**src/rtl/ui_input_pkg.sv**
```systemverilog
// Shared constants for the UI input conditioner.
// Holds the default 50 MHz timing, the counter-width helper and the
// MusicBox channel map.
package ui_input_pkg;

  // 10 ms of stable samples at 50 MHz
  localparam int unsigned STABLE_10MS_AT_50MHZ = 500000;
  // 1 s hold at 50 MHz
  localparam int unsigned LONG_1S_AT_50MHZ     = 50000000;

  // MusicBox wiring: which conditioner channel carries which control
  typedef enum int unsigned {
    KEY0       = 0,
    KEY1       = 1,
    KEY2       = 2,
    KEY3       = 3,
    KEY4       = 4,
    KEY5       = 5,
    PLAY_SONG0 = 6,
    PLAY_SONG1 = 7,
    MAKE_REC   = 8,
    PLAY_REC   = 9
  } musicBoxChannel_e;

  localparam int unsigned MUSICBOX_CHANNELS = 10;

  // A counter that must reach terminalCount gets $clog2(terminalCount)+1 bits.
  // This always leaves headroom, so no counter ever needs an overflow path.
  function automatic int unsigned counterWidth(input int unsigned terminalCount);
    return $clog2(terminalCount) + 1;
  endfunction

endpackage

```
**src/rtl/ui_conditioner_channel.sv**
```systemverilog
// One conditioner channel.
// The pin passes through a 2-flop synchroniser and polarity normalisation,
// then a counter debounce. The debounced level drives registered rise/fall
// pulses, a long-press pulse and a wrapping press counter.
module ui_conditioner_channel
  import ui_input_pkg::*;
#(
  parameter int unsigned STABLE_CYCLES = STABLE_10MS_AT_50MHZ,
  parameter int unsigned LONG_CYCLES   = LONG_1S_AT_50MHZ,
  parameter bit          ACTIVE_LOW    = 1'b1,
  parameter int unsigned COUNT_W       = 8
) (
  input  logic               clock_50Mhz,
  input  logic               reset,
  input  logic               rawPin,
  input  logic               clearCount,
  output logic               level,
  output logic               risePulse,
  output logic               fallPulse,
  output logic               longPulse,
  output logic [COUNT_W-1:0] pressCount
);

  // Debounce counter terminal count is STABLE_CYCLES-1.
  localparam int unsigned      DEB_W    = counterWidth(STABLE_CYCLES - 1);
  localparam logic [DEB_W-1:0] DEB_LAST = DEB_W'(STABLE_CYCLES - 1);

  // Hold counter saturates at LONG_CYCLES.
  localparam int unsigned       HOLD_W    = counterWidth(LONG_CYCLES);
  localparam logic [HOLD_W-1:0] HOLD_LAST = HOLD_W'(LONG_CYCLES);
  localparam logic [HOLD_W-1:0] HOLD_PRE  = HOLD_W'(LONG_CYCLES - 1);

  logic [1:0]        syncQ;
  logic              normSample;
  logic              differs;
  logic              debDone;
  logic [DEB_W-1:0]  debCnt;
  logic              levelQ;
  logic [HOLD_W-1:0] holdCnt;

  // Synchroniser.
  // Reset loads the inactive pin level, so releasing reset with the button
  // idle cannot look like an edge.
  always_ff @(posedge clock_50Mhz) begin
    if (reset) begin
      syncQ <= {2{ACTIVE_LOW}};
    end else begin
      syncQ <= {syncQ[0], rawPin};
    end
  end

  // After normalisation, 1 always means pressed.
  assign normSample = syncQ[1] ^ ACTIVE_LOW;
  assign differs    = (normSample != levelQ);
  // Last disagreeing sample of a qualifying run: the level flips on this edge.
  assign debDone    = differs && (debCnt == DEB_LAST);

  // Debounce: count consecutive disagreeing samples. Any agreeing sample
  // restarts the count.
  always_ff @(posedge clock_50Mhz) begin
    if (reset) begin
      debCnt <= '0;
      levelQ <= 1'b0;
    end else if (!differs) begin
      debCnt <= '0;
    end else if (debDone) begin
      debCnt <= '0;
      levelQ <= ~levelQ;
    end else begin
      debCnt <= debCnt + DEB_W'(1);
    end
  end

  // Edge pulses are registered alongside the level flip, so each pulse is
  // high in the first cycle the new level is visible.
  always_ff @(posedge clock_50Mhz) begin
    if (reset) begin
      risePulse <= 1'b0;
      fallPulse <= 1'b0;
    end else begin
      risePulse <= debDone && !levelQ;
      fallPulse <= debDone && levelQ;
    end
  end

  // Hold timer: runs while the level is pressed and saturates at
  // LONG_CYCLES, so the long pulse fires only once per press.
  always_ff @(posedge clock_50Mhz) begin
    if (reset || !levelQ) begin
      holdCnt <= '0;
    end else if (holdCnt != HOLD_LAST) begin
      holdCnt <= holdCnt + HOLD_W'(1);
    end
  end

  // The long pulse lands in the same cycle the hold timer reads LONG_CYCLES.
  always_ff @(posedge clock_50Mhz) begin
    if (reset) begin
      longPulse <= 1'b0;
    end else begin
      longPulse <= levelQ && (holdCnt == HOLD_PRE);
    end
  end

  // Press counter: wraps naturally.
  // Clear wins over a press that lands on the same edge.
  always_ff @(posedge clock_50Mhz) begin
    if (reset || clearCount) begin
      pressCount <= '0;
    end else if (debDone && !levelQ) begin
      pressCount <= pressCount + COUNT_W'(1);
    end
  end

  assign level = levelQ;

endmodule

```
**src/rtl/ui_input_conditioner.sv**
```systemverilog
// Multi-channel button/GPIO conditioner.
// Each channel is independent; this level only fans out clear_counts and
// packs the per-channel outputs.
module ui_input_conditioner
  import ui_input_pkg::*;
#(
  parameter int unsigned                 NUM_CHANNELS    = MUSICBOX_CHANNELS,
  parameter int unsigned                 STABLE_CYCLES   = STABLE_10MS_AT_50MHZ,
  parameter int unsigned                 LONG_CYCLES     = LONG_1S_AT_50MHZ,
  parameter logic [NUM_CHANNELS-1:0]     ACTIVE_LOW_MASK = '1,
  parameter int unsigned                 COUNT_W         = 8
) (
  input  logic                            clock_50Mhz,
  input  logic                            reset,
  input  logic [NUM_CHANNELS-1:0]         raw_in,
  input  logic                            clear_counts,
  output logic [NUM_CHANNELS-1:0]         level_out,
  output logic [NUM_CHANNELS-1:0]         rise_pulse,
  output logic [NUM_CHANNELS-1:0]         fall_pulse,
  output logic [NUM_CHANNELS-1:0]         long_pulse,
  output logic [NUM_CHANNELS*COUNT_W-1:0] press_count
);

  // One conditioner per channel. Channel 0 goes in the LSBs of press_count.
  for (genvar ch = 0; ch < NUM_CHANNELS; ch++) begin : gChan
    ui_conditioner_channel #(
      .STABLE_CYCLES (STABLE_CYCLES),
      .LONG_CYCLES   (LONG_CYCLES),
      .ACTIVE_LOW    (ACTIVE_LOW_MASK[ch]),
      .COUNT_W       (COUNT_W)
    ) uChan (
      .clock_50Mhz (clock_50Mhz),
      .reset       (reset),
      .rawPin      (raw_in[ch]),
      .clearCount  (clear_counts),
      .level       (level_out[ch]),
      .risePulse   (rise_pulse[ch]),
      .fallPulse   (fall_pulse[ch]),
      .longPulse   (long_pulse[ch]),
      .pressCount  (press_count[ch*COUNT_W +: COUNT_W])
    );
  end

endmodule

```
**config.mk**
```make
export PLATFORM = sky130hd
export DESIGN_NAME = ui_input_conditioner
export DESIGN_NICKNAME = d
export VERILOG_FILES = /design/src/rtl/ui_input_pkg.sv /design/src/rtl/ui_conditioner_channel.sv /design/src/rtl/ui_input_conditioner.sv
export SDC_FILE = /design/constraint.sdc
export NUM_CORES = 1
export LEC_CHECK = 0
export BUFFER_PORTS_ARGS = -buffer_cell sky130_fd_sc_hd__buf_4
export CAP_MARGIN = 25
export CORE_MARGIN = 10
export CORE_UTILIZATION = 60
export DETAILED_ROUTE_END_ITERATION = 16
export PLACE_DENSITY = 0.78
export RECOVER_POWER = 25
export SLEW_MARGIN = 0
export SYNTH_ARGS = -nofsm -noshare
export SYNTH_HDL_FRONTEND = slang
export SYNTH_SLANG_ARGS = --single-unit
export TNS_END_PERCENT = 30
```
**constraint.sdc**
```tcl
create_clock -name clock_50Mhz -period 5.35 [get_ports clock_50Mhz]
set_input_delay 1.605 -clock clock_50Mhz [delete_from_list [all_inputs] [get_ports clock_50Mhz]]
set_output_delay 1.605 -clock clock_50Mhz [all_outputs]
set_load 0.01 [all_outputs]
```
==> run summary <==
Critical Path Start Type -> input port
Fmax -> 319.8 MHz
RSZ-0062 raised after global routing -> false
CP delay by family, top -> simple AND/OR/NAND/NOR gates
Io pins -> 133
First-iteration detailed-routing DRC count -> 1,239
Worst-path fanout max -> 51
Crit. End Element -> flip-flop
CTS Hold Bufs -> 0
Crit. path cell count -> 5
Worst-path clk slew -> 0.06 ns
Starting density of the core -> 60.72%
Sequential fraction of the synthesis area -> 45.48%
Final ANT Viol Nets -> 0
Synth Flop Type -> dfxtp_1
Vias per cell -> 5.564
Crit Path Class -> input port to flip-flop
Initial antenna violation count -> 0
Crit path time final -> 3.127 ns
Hold depth -> 1
Syn Nets -> 3,151
Seq cells post-synth -> 610
Setup Skew -> 0.02758 ns
Slew headroom -> 17.80%
DR pass1 iterations -> 5
Netlist cell types -> 48
Static leakage -> 9.889 nW
Post_cts resized -> 0
Cells on worst reg2reg path -> 5
Die area -> 53,610 um2
Vias in the first global route -> 20,508
Hold Crit Class -> flip-flop to flip-flop
Area leader, netlist -> dfxtp_1
Ys async rst share -> 0%
Synth warnings -> 0
Final setup violation count -> 0
Synth area leaders -> dfxtp_1 45%, xor2_1 8.4%, nor2_1 8.2%, xnor2_1 6.8%, nand3_1 3.8%
Post-Route WL -> 55,400 um
Cts bufs inserted -> 66
Final antenna diode count -> 0
Fin util -> 68.46%
Core ar. -> 44,220 um2
Hold Slack -> 0.4062 ns
Final-layout fill cell count -> 3,385
CP max-delay cell -> or4b_2
Root buffer cell -> clkbuf_16
Post-synth EDFFs -> 0
Mapped cell area -> 26,850 um2
Worst slew pin tran -> 1.233 ns
Yosys top cell area share -> 45.48%
Slew Limit Fails -> 0
Post-CTS Setup Inserts -> 0
GRT Util Overall -> 20.16%
Cells after Synth -> 3,098
First-pass GRT wire length -> 94,500 um
Crit-path cells -> buf_4, nand2b_1, clkbuf_1, or4b_2, nor3_1
CTS tree -> done
Max-Cap Viols -> 0
VDD IR-drop max -> 0.0003087 V
# rows -> 77
Clock Latency Late Sink -> 0.60 ns
Die Y -> 231.5 um
Buf/Inv on CP -> 2
CTS H-tree lvls -> 3
Aggregate negative setup slack -> 0 ns
Routed wire length per instance -> 14.50 um
Syn_area_per_cell -> 8.667 um2
Layout cells sized above 1 -> 9.046%
GRT overflow -> 0
Die Width -> 231.5 um
Run status -> finished clean
Pwr dens -> 306.0 nW/um2
Worst path max stage delay -> 0.78 ns
DP HPWL -> 38,090 um
Largest net degree at the start of global routing -> 52
Final Net Count -> 3,235
Area grow syn2layout -> 12.75%
I/O Buffers -> 132
Number of remaining DRC errors -> 0
Routed vias -> 21,253
WP data arrival -> 3.63 ns
Clk buf depth -> 3
Final-report hold violation count -> 0
Clock Sinks -> 610
GP Congestion -> 0.8257
Required time worst endpoint -> 5.85 ns
Final worst-path cycle share -> 58.45%
cell type report:
| type | count | area (um2) | share of cell area, % |
|---|---|---|---|
| clock buffer | 95 | 2014 | 6.654 |
| inverter | 76 | 285.3 | 0.9423 |
| timing repair buffer | 149 | 1102 | 3.641 |
| clock inverter | 19 | 232.7 | 0.7687 |
| sequential | 610 | 12210 | 40.34 |
| multi-input combinational | 2279 | 13690 | 45.21 |
| tap | 592 | 740.7 | 2.447 |
worst register-to-register path: stages (launching register included):
cell     delay (ns)
dfxtp_1        0.36
or4b_1         0.51
or3_1          0.45
or3_1          0.53
or3_2          0.49
a21oi_1        0.14
metal layers:
layer,up-vias,part of all wire (%),GRT usage (%)
li1,10721,-,-
met1,10116,45,24.46
met2,324,49,35.49
met3,92,4.3,4.117
met4,0,1.9,5.738
met5,-,0,0
state kept, by name (all words and copies together) (netlist names):
signal,count
gChan.uChan.holdCnt,270
gChan.uChan.debCnt,200
gChan.uChan.pressCount,80
gChan.uChan.syncQ,20
gChan.uChan.fallPulse,10
gChan.uChan.level,10
gChan.uChan.longPulse,10
gChan.uChan.risePulse,10
cells in the final DEF, fill, tap and decap left out, drive strengths merged, types with 7 or more instances in the layout:
master and instances:
nor2b 9, nor4b 25, xnor2 209, and3 64
dfxtp 610, nor2 585, and4 74, or3 56
xor2 259, ha 40, clkinv 10, o21ai 39
nor4 85, and2 25, clkbuf 104, nand3 203
inv 78, or2 34, nand4 136, nand2 187
buf 140, or4 10, nand2b 23, a21oi 56
or3b 7, nor3 97, mux2i 20
final timing paths:
check                                               start                           end  slack (ns)
worst max-delay path                                reset      gChan[3].uChan.longPulse        2.22
worst max register to register  gChan[9].uChan.debCnt[12]  gChan[9].uChan.pressCount[7]        2.80
worst min-delay path              gChan[9].uChan.syncQ[0]       gChan[9].uChan.syncQ[1]        0.41
worst min register to register    gChan[9].uChan.syncQ[0]       gChan[9].uChan.syncQ[1]        0.41
stage by stage:
stage          worst slack (ns)  area, um2  cells  total power, W
4_1_cts                   2.241      30250   3812        0.009352
5_1_grt                   2.105      30270   3820        0.009529
3_5_place_dp              1.745      28000   3698        0.004713
6_report                  2.223      30270   3820        0.009263
2_1_floorplan             2.400      26850   3098        0.004693
3_3_place_gp              1.783      27980   3696        0.004711
logic make-up after synthesis:
kind of cell	Yosys count	share of synthesized area, %
AOI/OAI and AO/OA	107	2.120
xor gates and xnor gates	468	15.27
adders and majority gates	40	1.864
buffers and inverters	209	3.509
DFF	610	45.48
muxes	21	0.7875
and+or+nand+nor	1643	30.97
synthesized netlist by cell type (23+ instances only):
library cell,n
dfxtp_1,610
nor2_1,585
xor2_1,259
xnor2_1,209
nand3_1,203
nand2_1,187
nand4_1,136
nor3_1,97
clkbuf_1,85
nor4_1,85
inv_1,76
and4_1,74
and3_1,64
a21oi_1,56
or3_1,53
buf_4,40
ha_1,40
o21ai_0,39
or2_2,32
nor4b_1,25
and2_1,24
nand2b_1,23
report_power, final:
group | internal (W) | switching, W | leakage, nW
combinational | 0.0000176 | 0.0000377 | 3.86
sequential | 0.00455 | 0.00000493 | 4.92
clock | 0.00285 | 0.00180 | 1.11
total | 0.00742 | 0.00184 | 9.89
Power figures use the tool's default switching activity.
